[src/rtl/ysyx_23060236_dcache_ctrl_pkg.sv]
// Shared widths, AXI response codes and controller state encoding for the dcache controller.
package ysyx_23060236_dcache_ctrl_pkg;

    localparam int ADDR_LEN   = 32;
    localparam int DATA_LEN   = 32;
    localparam int OFFSET_LEN = 2;
    localparam int INDEX_LEN  = 4;
    localparam int TAG_LEN    = ADDR_LEN - OFFSET_LEN - INDEX_LEN;
    localparam int STRB_LEN   = DATA_LEN / 8;

    localparam logic [ADDR_LEN-1:0] DEF_UC_BASE = 32'hA000_0000;
    localparam logic [ADDR_LEN-1:0] DEF_UC_MASK = 32'hF000_0000;

    localparam logic [1:0] RESP_OKAY   = 2'b00;
    localparam logic [1:0] RESP_SLVERR = 2'b10;

    typedef enum logic [3:0] {
        S_IDLE,
        S_LOOKUP,
        S_MISS_AR,
        S_MISS_R,
        S_FILL,
        S_RESP,
        S_WB_AW,
        S_WB_B,
        S_UC_AR,
        S_UC_R,
        S_UC_W,
        S_UC_B
    } state_t;

endpackage

[src/rtl/ysyx_23060236_dcache_ctrl_if.sv]
// AXI memory-side bus of the dcache controller; master = controller, slave = memory.
interface ysyx_23060236_dcache_ctrl_if;
    import ysyx_23060236_dcache_ctrl_pkg::*;

    logic [ADDR_LEN-1:0] araddr;
    logic                arvalid;
    logic                arready;
    logic [DATA_LEN-1:0] rdata;
    logic [1:0]          rresp;
    logic                rvalid;
    logic                rready;
    logic [ADDR_LEN-1:0] awaddr;
    logic                awvalid;
    logic                awready;
    logic [DATA_LEN-1:0] wdata;
    logic [STRB_LEN-1:0] wstrb;
    logic                wvalid;
    logic                wready;
    logic [1:0]          bresp;
    logic                bvalid;
    logic                bready;

    modport master (
        output araddr, arvalid, rready, awaddr, awvalid, wdata, wstrb, wvalid, bready,
        input  arready, rdata, rresp, rvalid, awready, wready, bresp, bvalid
    );

    modport slave (
        input  araddr, arvalid, rready, awaddr, awvalid, wdata, wstrb, wvalid, bready,
        output arready, rdata, rresp, rvalid, awready, wready, bresp, bvalid
    );

endinterface

[src/rtl/ysyx_23060236_byte_merge.sv]
// Combinational byte-lane merge: lanes with strb set take new_word, others keep old_word.
module ysyx_23060236_byte_merge
    import ysyx_23060236_dcache_ctrl_pkg::*;
(
    input  logic [DATA_LEN-1:0] old_word,
    input  logic [DATA_LEN-1:0] new_word,
    input  logic [STRB_LEN-1:0] strb,
    output logic [DATA_LEN-1:0] merged
);

    always_comb begin
        merged = old_word;
        for (int i = 0; i < STRB_LEN; i++) begin
            if (strb[i]) merged[8*i +: 8] = new_word[8*i +: 8];
        end
    end

endmodule

[src/rtl/ysyx_23060236_dcache_ctrl.sv]
// Write-back/write-allocate dcache controller with uncached bypass; dirty victims are
// written back after the fill and response, and no new request is taken until that finishes.
module ysyx_23060236_dcache_ctrl
    import ysyx_23060236_dcache_ctrl_pkg::*;
#(
    parameter logic [ADDR_LEN-1:0] UC_BASE = DEF_UC_BASE,
    parameter logic [ADDR_LEN-1:0] UC_MASK = DEF_UC_MASK
) (
    input  logic                clock,
    input  logic                reset,
    input  logic                req_valid,
    output logic                req_ready,
    input  logic                req_wen,
    input  logic [ADDR_LEN-1:0] req_addr,
    input  logic [DATA_LEN-1:0] req_wdata,
    input  logic [STRB_LEN-1:0] req_wstrb,
    output logic                resp_valid,
    input  logic                resp_ready,
    output logic [DATA_LEN-1:0] resp_rdata,
    output logic                resp_err,
    output logic [ADDR_LEN-1:0] cache_araddr,
    output logic [ADDR_LEN-1:0] cache_awaddr,
    input  logic [DATA_LEN-1:0] cache_rdata,
    input  logic                cache_hit,
    output logic [DATA_LEN-1:0] cache_wdata,
    output logic                cache_wvalid,
    output logic                cache_dirty,
    input  logic                cache_wdt,
    input  logic [TAG_LEN-1:0]  cache_reptag,
    input  logic [DATA_LEN-1:0] cache_repdata,
    ysyx_23060236_dcache_ctrl_if.master axi
);

    state_t state, state_nxt;

    logic [ADDR_LEN-1:0] addr_q;
    logic                wen_q;
    logic [DATA_LEN-1:0] wdata_q;
    logic [STRB_LEN-1:0] wstrb_q;
    logic [DATA_LEN-1:0] line_q;
    logic [DATA_LEN-1:0] rdata_q;
    logic                err_q;
    logic                victim_dirty;
    logic                aw_done;
    logic                w_done;

    logic                req_uc;
    logic                write_phase;
    logic                aw_fire, w_fire, aw_fin, w_fin;
    logic [DATA_LEN-1:0] merge_old;
    logic [STRB_LEN-1:0] merge_strb;
    logic [DATA_LEN-1:0] merge_out;

    assign req_uc      = (req_addr & UC_MASK) == UC_BASE;
    assign write_phase = (state == S_WB_AW) || (state == S_UC_W);
    assign aw_fire     = axi.awvalid && axi.awready;
    assign w_fire      = axi.wvalid && axi.wready;
    assign aw_fin      = aw_done || aw_fire;
    assign w_fin       = w_done || w_fire;

    // One merger serves both the store-hit (old = array word) and fill (old = refill line) paths.
    assign merge_old  = (state == S_FILL) ? line_q : cache_rdata;
    assign merge_strb = wen_q ? wstrb_q : '0;

    ysyx_23060236_byte_merge u_merge (
        .old_word (merge_old),
        .new_word (wdata_q),
        .strb     (merge_strb),
        .merged   (merge_out)
    );

    assign req_ready    = (state == S_IDLE);
    assign resp_valid   = (state == S_RESP);
    assign resp_rdata   = rdata_q;
    assign resp_err     = err_q;

    assign cache_araddr = addr_q;
    assign cache_awaddr = addr_q;
    assign cache_wdata  = merge_out;
    assign cache_wvalid = ((state == S_LOOKUP) && cache_hit && wen_q) || (state == S_FILL);
    assign cache_dirty  = wen_q;

    assign axi.araddr  = addr_q;
    assign axi.arvalid = (state == S_MISS_AR) || (state == S_UC_AR);
    assign axi.rready  = (state == S_MISS_R) || (state == S_UC_R);
    // The victim tag/data were captured by the array on the fill edge and stay stable here.
    assign axi.awaddr  = (state == S_WB_AW)
                       ? {cache_reptag, addr_q[OFFSET_LEN +: INDEX_LEN], {OFFSET_LEN{1'b0}}}
                       : addr_q;
    assign axi.wdata   = (state == S_WB_AW) ? cache_repdata : wdata_q;
    assign axi.wstrb   = (state == S_WB_AW) ? '1 : wstrb_q;
    assign axi.awvalid = write_phase && !aw_done;
    assign axi.wvalid  = write_phase && !w_done;
    assign axi.bready  = (state == S_WB_B) || (state == S_UC_B);

    always_ff @(posedge clock) begin
        if (reset) state <= S_IDLE;
        else       state <= state_nxt;
    end

    always_comb begin
        state_nxt = state;
        case (state)
            S_IDLE:    if (req_valid) state_nxt = req_uc ? (req_wen ? S_UC_W : S_UC_AR) : S_LOOKUP;
            S_LOOKUP:  state_nxt = cache_hit ? S_RESP : S_MISS_AR;
            S_MISS_AR: if (axi.arready) state_nxt = S_MISS_R;
            S_MISS_R:  if (axi.rvalid) state_nxt = (axi.rresp == RESP_OKAY) ? S_FILL : S_RESP;
            S_FILL:    state_nxt = S_RESP;
            S_RESP:    if (resp_ready) state_nxt = victim_dirty ? S_WB_AW : S_IDLE;
            S_WB_AW:   if (aw_fin && w_fin) state_nxt = S_WB_B;
            S_WB_B:    if (axi.bvalid) state_nxt = S_IDLE;
            S_UC_AR:   if (axi.arready) state_nxt = S_UC_R;
            S_UC_R:    if (axi.rvalid) state_nxt = S_RESP;
            S_UC_W:    if (aw_fin && w_fin) state_nxt = S_UC_B;
            S_UC_B:    if (axi.bvalid) state_nxt = S_RESP;
            default:   state_nxt = S_IDLE;
        endcase
    end

    always_ff @(posedge clock) begin
        if (reset) begin
            addr_q       <= '0;
            wen_q        <= 1'b0;
            wdata_q      <= '0;
            wstrb_q      <= '0;
            line_q       <= '0;
            rdata_q      <= '0;
            err_q        <= 1'b0;
            victim_dirty <= 1'b0;
            aw_done      <= 1'b0;
            w_done       <= 1'b0;
        end else begin
            case (state)
                S_IDLE: if (req_valid) begin
                    addr_q       <= req_addr;
                    wen_q        <= req_wen;
                    wdata_q      <= req_wdata;
                    wstrb_q      <= req_wstrb;
                    err_q        <= 1'b0;
                    victim_dirty <= 1'b0;
                end
                S_LOOKUP: begin
                    if (!cache_hit)  victim_dirty <= cache_wdt;
                    else if (wen_q)  victim_dirty <= 1'b0;
                    else             rdata_q      <= cache_rdata;
                end
                S_MISS_R: if (axi.rvalid) begin
                    if (axi.rresp == RESP_OKAY) begin
                        line_q <= axi.rdata;
                    end else begin
                        // A failed refill leaves the array untouched, so the victim stays put.
                        err_q        <= 1'b1;
                        victim_dirty <= 1'b0;
                    end
                end
                S_FILL: rdata_q <= line_q;
                S_UC_R: if (axi.rvalid) begin
                    rdata_q <= axi.rdata;
                    err_q   <= (axi.rresp != RESP_OKAY);
                end
                S_UC_B: if (axi.bvalid) err_q <= (axi.bresp != RESP_OKAY);
                default: ;
            endcase

            if (write_phase) begin
                if (aw_fin && w_fin) begin
                    aw_done <= 1'b0;
                    w_done  <= 1'b0;
                end else begin
                    if (aw_fire) aw_done <= 1'b1;
                    if (w_fire)  w_done  <= 1'b1;
                end
            end
        end
    end

endmodule

[src/flat_wrapper.sv]
// flat-port wrapper written by rule: the top's interface ports become plain ports
module ysyx_23060236_dcache_ctrl_flat import ysyx_23060236_dcache_ctrl_pkg::*;
#(
    parameter logic [ADDR_LEN-1:0] UC_BASE = DEF_UC_BASE,
    parameter logic [ADDR_LEN-1:0] UC_MASK = DEF_UC_MASK
)
  (clock, reset, req_valid, req_ready, req_wen, req_addr, req_wdata, req_wstrb, resp_valid, resp_ready, resp_rdata, resp_err, cache_araddr, cache_awaddr, cache_rdata, cache_hit, cache_wdata, cache_wvalid, cache_dirty, cache_wdt, cache_reptag, cache_repdata, axi_araddr, axi_arvalid, axi_rready, axi_awaddr, axi_awvalid, axi_wdata, axi_wstrb, axi_wvalid, axi_bready, axi_arready, axi_rdata, axi_rresp, axi_rvalid, axi_awready, axi_wready, axi_bresp, axi_bvalid);
  ysyx_23060236_dcache_ctrl_if axi_i ();
  input  logic clock;
  input  logic reset;
  input  logic req_valid;
  output logic req_ready;
  input  logic req_wen;
  input  logic [ADDR_LEN-1:0] req_addr;
  input  logic [DATA_LEN-1:0] req_wdata;
  input  logic [STRB_LEN-1:0] req_wstrb;
  output logic resp_valid;
  input  logic resp_ready;
  output logic [DATA_LEN-1:0] resp_rdata;
  output logic resp_err;
  output logic [ADDR_LEN-1:0] cache_araddr;
  output logic [ADDR_LEN-1:0] cache_awaddr;
  input  logic [DATA_LEN-1:0] cache_rdata;
  input  logic cache_hit;
  output logic [DATA_LEN-1:0] cache_wdata;
  output logic cache_wvalid;
  output logic cache_dirty;
  input  logic cache_wdt;
  input  logic [TAG_LEN-1:0] cache_reptag;
  input  logic [DATA_LEN-1:0] cache_repdata;
  output wire logic [$bits(axi_i.araddr)-1:0] axi_araddr;
  output wire logic [$bits(axi_i.arvalid)-1:0] axi_arvalid;
  output wire logic [$bits(axi_i.rready)-1:0] axi_rready;
  output wire logic [$bits(axi_i.awaddr)-1:0] axi_awaddr;
  output wire logic [$bits(axi_i.awvalid)-1:0] axi_awvalid;
  output wire logic [$bits(axi_i.wdata)-1:0] axi_wdata;
  output wire logic [$bits(axi_i.wstrb)-1:0] axi_wstrb;
  output wire logic [$bits(axi_i.wvalid)-1:0] axi_wvalid;
  output wire logic [$bits(axi_i.bready)-1:0] axi_bready;
  input wire logic [$bits(axi_i.arready)-1:0] axi_arready;
  input wire logic [$bits(axi_i.rdata)-1:0] axi_rdata;
  input wire logic [$bits(axi_i.rresp)-1:0] axi_rresp;
  input wire logic [$bits(axi_i.rvalid)-1:0] axi_rvalid;
  input wire logic [$bits(axi_i.awready)-1:0] axi_awready;
  input wire logic [$bits(axi_i.wready)-1:0] axi_wready;
  input wire logic [$bits(axi_i.bresp)-1:0] axi_bresp;
  input wire logic [$bits(axi_i.bvalid)-1:0] axi_bvalid;
  assign axi_araddr = axi_i.araddr;
  assign axi_arvalid = axi_i.arvalid;
  assign axi_rready = axi_i.rready;
  assign axi_awaddr = axi_i.awaddr;
  assign axi_awvalid = axi_i.awvalid;
  assign axi_wdata = axi_i.wdata;
  assign axi_wstrb = axi_i.wstrb;
  assign axi_wvalid = axi_i.wvalid;
  assign axi_bready = axi_i.bready;
  assign axi_i.arready = axi_arready;
  assign axi_i.rdata = axi_rdata;
  assign axi_i.rresp = axi_rresp;
  assign axi_i.rvalid = axi_rvalid;
  assign axi_i.awready = axi_awready;
  assign axi_i.wready = axi_wready;
  assign axi_i.bresp = axi_bresp;
  assign axi_i.bvalid = axi_bvalid;
  ysyx_23060236_dcache_ctrl #(.UC_BASE(UC_BASE), .UC_MASK(UC_MASK)) u_core (.clock(clock), .reset(reset), .req_valid(req_valid), .req_ready(req_ready), .req_wen(req_wen), .req_addr(req_addr), .req_wdata(req_wdata), .req_wstrb(req_wstrb), .resp_valid(resp_valid), .resp_ready(resp_ready), .resp_rdata(resp_rdata), .resp_err(resp_err), .cache_araddr(cache_araddr), .cache_awaddr(cache_awaddr), .cache_rdata(cache_rdata), .cache_hit(cache_hit), .cache_wdata(cache_wdata), .cache_wvalid(cache_wvalid), .cache_dirty(cache_dirty), .cache_wdt(cache_wdt), .cache_reptag(cache_reptag), .cache_repdata(cache_repdata), .axi(axi_i));
endmodule
[config.mk]
export PLATFORM = sky130hd
export DESIGN_NAME = ysyx_23060236_dcache_ctrl_flat
export DESIGN_NICKNAME = d
export VERILOG_FILES = /design/src/rtl/ysyx_23060236_dcache_ctrl_pkg.sv /design/src/rtl/ysyx_23060236_dcache_ctrl_if.sv /design/src/rtl/ysyx_23060236_byte_merge.sv /design/src/rtl/ysyx_23060236_dcache_ctrl.sv /design/src/flat_wrapper.sv
export SDC_FILE = /design/constraint.sdc
export NUM_CORES = 1
export LEC_CHECK = 0
export CORE_AREA = 2 2 174 176
export CTS_CLUSTER_SIZE = 14
export DETAILED_ROUTE_END_ITERATION = 8
export DIE_AREA = 0 0 176 178
export PLACE_DENSITY_LB_ADDON = 0.15
export REMOVE_ABC_BUFFERS = 1
export SLEW_MARGIN = 5
export SYNTH_ARGS = -nofsm -noshare
export SYNTH_HDL_FRONTEND = slang
export SYNTH_SLANG_ARGS = --single-unit
export TNS_END_PERCENT = 50
[constraint.sdc]
create_clock -name clock -period 6.3 [get_ports clock]
set_input_delay 1.26 -clock clock [delete_from_list [all_inputs] [get_ports clock]]
set_output_delay 1.26 -clock clock [all_outputs]
set_load 0.03 [all_outputs]
==> results of run 1 <==
[path summary, 6_finish.rpt]
kind / from / end / slack [ns] / cells after the start
max: u_core.state[2] / cache_wdata[5] / 1.30 / 5
min: u_core.line_q[17] / u_core.line_q[17] / 0.45 / 2
max reg2reg: u_core.state[2] / u_core.resp_rdata[13] / 3.14 / 6
min reg2reg: u_core.line_q[17] / u_core.line_q[17] / 0.45 / 2
[critical path, stage by stage (launching register included)]
cell and delay (ns):
dfxtp_1 0.95, nand3b_1 0.91, buf_4 0.50, a21oi_1 0.19, o21ai_0 0.10, clkdlybuf4s50_1 0.64
[power groups by stage]
stage                     Sequential, mW  Combinational [mW]  Clock (mW)
after floorplan                     1.69                1.09           0
after global placement              1.32                2.73           0
after detailed placement            1.32                2.74           0
after CTS                           1.30                2.75        1.14
after global routing                1.33                2.89        1.17
final                               1.30                2.71        1.11
[sequential cells by signal (all words and copies together), names as in the netlist]
signal	flops
u_core.w_done	1
u_core.cache_dirty	1
u_core.resp_rdata	32
u_core.line_q	32
u_core.victim_dirty	1
u_core.resp_err	1
u_core.wdata_q	32
u_core.axi.araddr	32
u_core.wstrb_q	4
u_core.aw_done	1
u_core.state	4
[cell usage after synthesis (20+ instances only)]
| cell type | number |
|---|---|
| a221oi_1 | 32 |
| o21ai_0 | 37 |
| mux2_2 | 58 |
| nand3_1 | 34 |
| a211oi_1 | 32 |
| clkbuf_1 | 53 |
| and2_1 | 37 |
| buf_4 | 69 |
| nand2_1 | 211 |
| a21oi_1 | 143 |
| buf_2 | 20 |
| nor2_1 | 44 |
| dfxtp_1 | 141 |
[cell type report]
| class | instances | area (µm²) | share of cell area (%) |
|---|---|---|---|
| inverter | 2 | 7.507 | 0.06039 |
| tap | 390 | 488.0 | 3.925 |
| antenna | 3 | 7.507 | 0.06039 |
| timing repair buffer | 451 | 4487 | 36.09 |
| sequential | 141 | 2823 | 22.71 |
| clock buffer | 18 | 439.2 | 3.533 |
| clock inverter | 13 | 188.9 | 1.520 |
| multi-input combinational | 693 | 3991 | 32.11 |
[through the flow]
stage	setup WS, ns	total power, mW	hold WS [ns]
after floorplan	2.157	2.787	0.4257
after CTS	1.274	5.185	0.4497
final	1.302	5.111	0.4488
after global routing	1.051	5.399	0.4650
after global placement	1.801	4.045	0.4371
after detailed placement	1.743	4.056	0.4418
[logic make-up (layout without fill, tap and decap cells)]
logic type      Yosys count  in the layout  share of synthesized area [%]
other cells               0              3                              0
compound gates          265            265                          21.09
xor+xnor                  2              2                         0.2298
buf+inv                 153            484                          11.26
flops                   141            141                          37.03
simple gates            368            368                          21.83
mux                      58             58                          8.567
[metal layers]
metal  vias to the layer above  part of all wire, %  GRT usage (%)
met5                         -                0.040              0
met4                         2                  1.0          4.683
met3                        22                  6.5          5.009
met2                       299                   51          35.96
met1                      3852                   41          23.48
li1                       4011                    -              -
==> impl_summary.log, run 1 <==
INFO  metric dp_hpwl = 22470 µm
INFO  metric crit_required = 5.04 ns
INFO  metric die_outline_area = about 31000 µm²
INFO  metric dr.pass1.iters = 6
INFO  metric worst-path-max-fanout = 27
INFO  metric routedWlPerCell = between 15 and 20 µm
INFO  metric power.leakage = 4.286 nW
INFO  metric grt_pass1_wl = 47150 µm
INFO  metric holdBufCountCts = 0
INFO  metric via_count_of_the_first_global_routing_pass = about 8000
INFO  metric slew_headroom = 28.69%
INFO  metric pin_count = 444
INFO  metric initialDrtViolationCount = approximately 430
INFO  metric top_flip_flop_cell_by_instance_count_after_synthesis = dfxtp_1
INFO  metric num_vias = 8186
INFO  metric coreArea = 29400 µm²
INFO  metric postSynthRegisterBits = 141
INFO  metric power_frac_seq = about a quarter
INFO  metric postCtsSetupBuffers = 0
INFO  metric cts_max_level = 4
INFO  metric tritoncts = done
INFO  metric power.switching_fraction = 44.15%
INFO  metric remaining_drc_errors = 0
INFO  metric port_buffers = 443
INFO  metric clock_path_buffers = 2
INFO  metric run_status = finished clean
INFO  metric antenna_found_initial = 4
INFO  metric setup_violations = 0
INFO  metric grtUsageTotal = between 10% and 20%
INFO  metric mostFrequentLayoutCells = clkdlybuf4s50_1, nand2_1, a21oi_1
INFO  metric cell_count_after_synthesis = between 900 and 1000
INFO  metric floorplan.initialDensity = roughly a quarter
INFO  metric final_layout_size_suffix_gt1_share = 8.649%
INFO  metric rsz_0062_raised_after_global_routing = no
INFO  metric routed_wirelength = 32200 µm
INFO  metric async_reset_ff_share = 0%
INFO  metric drv.max_cap_violation_count = 0
INFO  metric nFillCells = 2959
INFO  metric clock-skew-final = approximately 0.021 ns
INFO  metric grt.overflow.total = 0
INFO  metric critPathCaptureType = primary output
INFO  metric vias_per_cell = 4.784
INFO  metric setup.worst_path.start_class = flip-flop
INFO  metric gpl.final_weighted_congestion = 0.7787
INFO  metric std_cell_rows = 63
INFO  metric power.combinational.fraction = 52.9%
INFO  metric post-route-period-util = 79.33%
INFO  metric drt.antenna.violating_nets = 0
INFO  metric final_util = between 40% and 50%
INFO  metric timing.setup.critical_path_class = reg -> out
INFO  metric clk_latency = around 0.43 ns
INFO  metric layout.cells.most_common = clkdlybuf4s50_1
INFO  metric internal-power = 2.854 mW
INFO  metric post_cts_resized = 0
INFO  metric cts_made_buffers = 17
INFO  metric place.detailed.instances = 1677
INFO  metric post_synth_main_area_contributors = dfxtp_1, nand2_1, a21oi_1
INFO  metric min_path_type = reg -> reg
INFO  metric max_freq = 200.1 MHz
INFO  metric synth.yosys.seq_area_share = between 30% and 40%
INFO  metric pwr-share-clk = a little over a fifth
INFO  metric synth.cell_area = 7624 µm²
INFO  metric power_density_over_the_cells = roughly 410 nW/µm²
INFO  metric ys_warnings = 0
INFO  metric clk_pin_slew = about 0.07 ns
INFO  metric cts.root.buffer_cell = clkbuf_16
INFO  metric area_growth_syn_to_layout = 63.07%
INFO  metric library_cells_used_by_synthesis = 44
INFO  metric grt_max_degree = 70
INFO  metric finalHoldViolCount = 0
INFO  metric arr_time_crit_path = roughly 3.7 ns
INFO  metric chip_width = roughly 180 µm
INFO  metric clkSinkCount = about 140
INFO  metric synthDominantCellAreaShare = 37.03%
INFO  metric fin_setup_tns = 0 ns
INFO  metric post_dp_cell_area = 11800 µm²
INFO  metric final_nets = 1512
INFO  metric power_switching = about 2.3 mW
INFO  metric layout.cell_area.non_filler = 12430 µm²
INFO  metric floorplan.die.height = about 180 µm
INFO  metric edff_count_synth = 0
INFO  metric drv_slew = 0
INFO  metric postSynthAreaPerCell = 7.724 µm²
INFO  metric worst_slew_pin_slew = 1.067 ns
INFO  metric finalNonFillerCells = around 1700
INFO  metric period_needed = 4.998 ns
INFO  metric synthDominantAreaCellType = dfxtp_1
INFO  metric max-vdd-ir-drop = 0.0001795 V
Note: power is estimated with default switching activity, not from simulation.
==> run 2, diff against run 1 <==
- CORE_AREA: 2 2 174 176 -> 2 2 170 172
- DIE_AREA: 0 0 176 178 -> 0 0 172 174
- clock period: 6.3 -> 5.2 ns (I/O delays scaled with it)
==> run 2 against run 1 <==
Against the previous run: sequential share of layout area about the same; critical path type unchanged; flip-flop and latch count unchanged; design area about the same; sequential power rose by 18%; clock skew down 0.0087 ns.
==> impl_summary.log, run 2 (synthesis gave the netlist of run 1 again) <==
INFO  metric met1_wirelength = 13260 µm
INFO  metric final-seq-area = 2823 µm²
INFO  metric finalHoldViolCount = 0
INFO  metric coreArea = 28240 µm²
INFO  metric critPathCaptureType = primary output
INFO  metric startpoint = u_core.state[0]
INFO  metric max_freq = 241.9 MHz
INFO  metric top_layer_used = met4
INFO  metric routed_wirelength = around 32000 µm
INFO  metric clock-skew-final = ~0.012 ns
INFO  metric final_nets = 1518
INFO  metric pin_count = between 400 and 500
INFO  metric clk_pin_slew = 0.06 ns
INFO  metric met2_length = 16520 µm
INFO  metric grt_max_degree = 85
INFO  metric worst_slew_pin_slew = between 1 and 1.5 ns
INFO  metric period_needed = 4.134 ns
INFO  metric mostFrequentLayoutCells = clkdlybuf4s50_1, nand2_1, a21oi_1
INFO  metric clk_latency = 0.42 ns
INFO  metric dr.pass1.iters = 5
INFO  metric drv.max_cap_violation_count = 0
INFO  metric crit_required = 4.16 ns
INFO  metric hold_path.startpoint = u_core.line_q[18]
INFO  metric totalPowerFinal = 6.123 mW
INFO  metric via_count_of_the_first_global_routing_pass = 8048
INFO  metric rsz_0062_raised_after_global_routing = no
INFO  metric chip_width = 172 µm
INFO  metric tritoncts = done
INFO  metric drv_slew = 0
INFO  metric multi_input_comb_area = approximately 4000 µm²
INFO  metric cts_max_level = 4
INFO  metric worst_r2r_startpoint = u_core.state[0]
INFO  metric run_status = finished clean
INFO  metric vias_per_cell = between 4 and 5
INFO  metric cts_made_buffers = 17
INFO  metric post_cts_resized = 0
INFO  metric remaining_drc_errors = 0
INFO  metric worst-path-max-fanout = 40
INFO  metric worstReg2RegEnd = u_core.resp_rdata[14]
INFO  metric gpl.final_weighted_congestion = 0.8131
INFO  metric timing.setup.critical_path_class = reg -> out
INFO  metric power.leakage = 4.288 nW
INFO  metric floorplan.die.height = 174 µm
INFO  metric num_vias = around 8200
INFO  metric area_growth_syn_to_layout = 63.17%
INFO  metric arr_time_crit_path = 3.09 ns
INFO  metric clkSinkCount = between 100 and 150
INFO  metric grtUsageTotal = 21.07%
INFO  metric fin_setup_tns = 0 ns
INFO  metric worstSetupEndpoint = axi_awaddr[31]
INFO  metric grt_pass1_wl = 47890 µm
INFO  metric dp_hpwl = 22960 µm
INFO  metric initialDrtViolationCount = 471
INFO  metric setup_violations = 0
INFO  metric die_outline_area = around 30000 µm²
INFO  metric floorplan.initialDensity = 27.00%
INFO  metric setup.worst_path.start_class = flip-flop
INFO  metric grt.overflow.total = 0
INFO  metric postCtsSetupBuffers = 0
INFO  metric slew_headroom = 29.95%
INFO  metric reg2regPathDepth = 6
INFO  metric met3_length = 2205 µm
INFO  metric port_buffers = 443
INFO  metric clock_path_buffers = 2
INFO  metric final_layout_size_suffix_gt1_share = 9.057%
INFO  metric power_density_over_the_cells = 492.2 nW/µm²
INFO  metric layout.cells.most_common = clkdlybuf4s50_1
INFO  metric setup.reg_to_reg.worst_slack = 2.54 ns
INFO  metric cts.root.buffer_cell = clkbuf_16
INFO  metric post-route-period-util = 79.49%
INFO  metric drt.antenna.violating_nets = 0
INFO  metric routedWlPerCell = 18.96 µm
INFO  metric max-vdd-ir-drop = about 0.0002 V
INFO  metric hold_slack = 0.4470 ns
INFO  metric std_cell_rows = 62
INFO  metric min_path_type = reg -> reg
INFO  metric holdBufCountCts = 0
INFO  metric nFillCells = 2868
INFO  metric antenna_found_initial = 2
[run 2: changes by cell type in the layout (fill, tap and decap cells not counted), sizes merged]
cell	change
clkinvlp	+2
bufinv	-3
buf	+6
clkbuf	+1
inv	+4
clkinv	-3
[run 2: worst min-delay path by stage]
stage | end | depth (start not counted)
floorplan | u_core.line_q[0] | 2
global placement | u_core.line_q[4] | 2
detailed placement | u_core.line_q[31] | 2
CTS | u_core.line_q[23] | 2
global route | u_core.line_q[5] | 2
finish | u_core.line_q[18] | 2
[run 2: layer usage]
layer	up-vias	GRT usage [%]
li1	4041	-
met1	3847	25.48
met2	302	37.45
met3	24	4.349
met4	0	5.917
met5	-	0
[run 2: area by class of cell]
class                   count  share of cell area (%)
inverters                   2                 0.06035
clock buffers              19                   3.561
multi-input cells         693                   32.09
well taps                 384                   3.862
diodes                      3                 0.06035
clock inverters            13                   1.046
repair buffers            457                   36.63
flip-flops and latches    141                   22.69
[run 2: critical path: stages, from the launching register on]
cell and delay [ns]:
dfxtp_1 0.55, nor2_1 0.32, and3_4 0.51, buf_12 0.28, mux2_2 0.37, clkdlybuf4s50_1 0.60
[run 2: power by group]
group,internal [mW],switching (mW),total (mW)
logic,1.36,2.02,3.38
registers,1.32,0.210,1.53
clock network,0.682,0.530,1.21
[run 2: through the flow]
stage / instances / utilization, % / cell area (µm²) / setup slack [ns]
after floorplan: 836 / - / 6773 / 1.277
after global placement: 1677 / 42.00 / 11860 / 1.519
final: 1712 / 44.05 / 12440 / 1.066
after detailed placement: 1677 / 42.00 / 11860 / 1.469
after CTS: 1709 / 44.03 / 12430 / 0.9960
after global routing: 1711 / 44.04 / 12440 / 0.8996
==> run 3, diff against run 2 <==
- clock period: 5.2 -> 4.2 ns (I/O delays scaled with it)
==> run 3 against run 2 <==
Against the previous run: clock power grew 37%; combinational power grew 24%; worst setup slack lost 0.65 ns; final cell count is essentially flat; highest routed layer unchanged.
==> impl_summary.log, run 3 (synthesis gave the netlist of run 1 again) <==
INFO  metric clk_pin_slew = 0.06 ns
INFO  metric clock-skew-final = 0.009272 ns
INFO  metric startpoint = u_core.state[2]
INFO  metric initialDrtViolationCount = 376
INFO  metric rsz_0062_raised_after_global_routing = no
INFO  metric holdBufCountCts = 0
INFO  metric cpMaxStageDelayCell = clkdlybuf4s50_1
INFO  metric internal-power = between 4 and 5 mW
INFO  metric dr.pass1.iters = 5
INFO  metric drt.antenna.violating_nets = 0
INFO  metric area_growth_syn_to_layout = 64.32%
INFO  metric timing.setup.critical_path_class = reg -> out
INFO  metric run_status = finished clean
INFO  metric floorplan.die.height = around 170 µm
INFO  metric power.leakage = 4.348 nW
INFO  metric arr_time_crit_path = 2.95 ns
INFO  metric remaining_drc_errors = 0
INFO  metric worst_r2r_startpoint = u_core.state[1]
INFO  metric grt_pass1_wl = 47830 µm
INFO  metric clkSinkCount = 141
INFO  metric worst_path_cell_chain = nor4b_4, buf_4, and2_1, a21oi_1, o21ai_0, clkdlybuf4s50_1
INFO  metric routed_wirelength = 32410 µm
INFO  metric met3_length = 2175 µm
INFO  metric cts_made_buffers = 17
INFO  metric grt_max_degree = 70
INFO  metric floorplan.initialDensity = a little over a quarter
INFO  metric std_cell_rows = 62
INFO  metric place.detailed.instances = about 1700
INFO  metric power.switching_fraction = 44.01%
INFO  metric period_needed = 3.786 ns
INFO  metric met1_wirelength = 13420 µm
INFO  metric mostFrequentLayoutCells = clkdlybuf4s50_1, nand2_1, a21oi_1
INFO  metric crit_required = 3.36 ns
INFO  metric worstReg2RegEnd = u_core.resp_rdata[22]
INFO  metric critPathBufInv = 2
INFO  metric clk_latency = approximately 0.42 ns
INFO  metric gpl.final_weighted_congestion = 0.8399
INFO  metric tritoncts = done
INFO  metric dp_hpwl = 22820 µm
INFO  metric cpLargestDelayFamily = buffers and inverters
INFO  metric fin_setup_tns = 0 ns
INFO  metric slew_headroom = roughly a third
INFO  metric finalNonFillerCells = 1713
INFO  metric met2_length = 16220 µm
INFO  metric min_path_type = reg -> reg
INFO  metric vias_per_cell = ~4.7
INFO  metric antenna_found_initial = 0
INFO  metric setup.worst_path.start_class = flip-flop
INFO  metric top_layer_used = met4
INFO  metric worstSetupEndpoint = cache_wdata[22]
INFO  metric worst_slew_pin_slew = 0.9930 ns
INFO  metric post-route-period-util = 90.15%
INFO  metric chip_width = 172 µm
INFO  metric post_cts_resized = 0
INFO  metric pin_count = roughly 440
INFO  metric setup_violations = 0
INFO  metric power_density_over_the_cells = between 600 and 700 nW/µm²
INFO  metric final_layout_size_suffix_gt1_share = 9.330%
INFO  metric coreArea = 28240 µm²
INFO  metric worst-path-max-fanout = 17
INFO  metric final_nets = 1523
INFO  metric pwr-share-clk = 21.4%
INFO  metric num_vias = 8133
INFO  metric hold_slack = 0.4466 ns
INFO  metric critPathCaptureType = primary output
INFO  metric grtUsageTotal = a little over a fifth
INFO  metric power.combinational.fraction = 54.3%
INFO  metric cts_max_level = 4
INFO  metric die_outline_area = 29930 µm²
INFO  metric layout.cells.most_common = clkdlybuf4s50_1
INFO  metric drv.max_cap_violation_count = 0
INFO  metric reg2regPathDepth = 6
INFO  metric cts.root.buffer_cell = clkbuf_16
INFO  metric power_switching = 3.401 mW
INFO  metric port_buffers = 443
INFO  metric clock_path_buffers = 2
INFO  metric via_count_of_the_first_global_routing_pass = 8021
INFO  metric finalHoldViolCount = 0
INFO  metric routedWlPerCell = 18.92 µm
INFO  metric postCtsSetupBuffers = 0
INFO  metric cp_slowest_stage_delay = 0.76 ns
INFO  metric drv_slew = 0
INFO  metric setup.reg_to_reg.worst_slack = 1.87 ns
INFO  metric num_antenna_cells = 0
INFO  metric max_freq = 264.1 MHz
INFO  metric grt.overflow.total = 0
INFO  metric power_frac_seq = 24.2%
INFO  metric max-vdd-ir-drop = ~0.00024 V
INFO  metric path_depth = 6
run 3: cell types whose count changed in the layout (fill, tap and decap cells not counted), sizes merged:
cell	previous run	this run
clkinvlp	4	2
bufinv	1	4
inv	8	4
diode	3	0
clkinv	2	4
buf	16	21
run 3: worst min path at each step:
stage                            from           endpoint  slack, ns  cells after the start
floorplan            u_core.line_q[0]   u_core.line_q[0]       0.43                      2
global placement    u_core.line_q[19]  u_core.line_q[19]       0.44                      2
detailed placement   u_core.line_q[4]   u_core.line_q[4]       0.44                      2
CTS                  u_core.line_q[4]   u_core.line_q[4]       0.45                      2
global route        u_core.line_q[13]  u_core.line_q[13]       0.47                      2
finish               u_core.line_q[1]   u_core.line_q[1]       0.45                      2
run 3: worst register-to-register path: stages (launching register included):
cell      delay, ns
dfxtp_1        0.33
buf_4          0.31
nor4b_4        0.08
buf_4          0.21
nor2_4         0.79
a221oi_1       0.20
a211oi_1       0.31
run 3: area by class of cell:
class / instances / area (µm²)
Inverter: 2 / 7.507
Multi-Input combinational cell: 693 / 3991
Fill cell: 2885 / 15710
Timing Repair Buffer: 462 / 4594
Sequential cell: 141 / 2823
Clock buffer: 19 / 442.9
Clock inverter: 12 / 187.7
Tap cell: 384 / 480.5
run 3: per-layer routing:
layer / vias up / GRT usage, %
li1: 4026 / -
met1: 3762 / 25.69
met2: 316 / 36.81
met3: 29 / 4.349
met4: 0 / 6.548
met5: - / 0
run 3: metrics by stage:
stage	util, %	setup WS [ns]	power (mW)	instance area [µm²]
after floorplan	-	0.4766	4.181	6773
after CTS	44.36	0.4206	7.835	12530
after detailed placement	42.13	0.8865	6.131	11900
after global placement	42.13	0.9038	6.134	11900
final	44.36	0.4139	7.727	12530
after global routing	44.36	0.2715	8.164	12530
run 3: power by group through the flow:
stage | logic (mW) | registers (mW) | clock network (mW)
2_1_floorplan | 1.64 | 2.54 | 0
6_report | 4.20 | 1.87 | 1.66
4_1_cts | 4.25 | 1.88 | 1.71
5_1_grt | 4.49 | 1.92 | 1.76
3_3_place_gp | 4.24 | 1.90 | 0
3_5_place_dp | 4.23 | 1.90 | 0
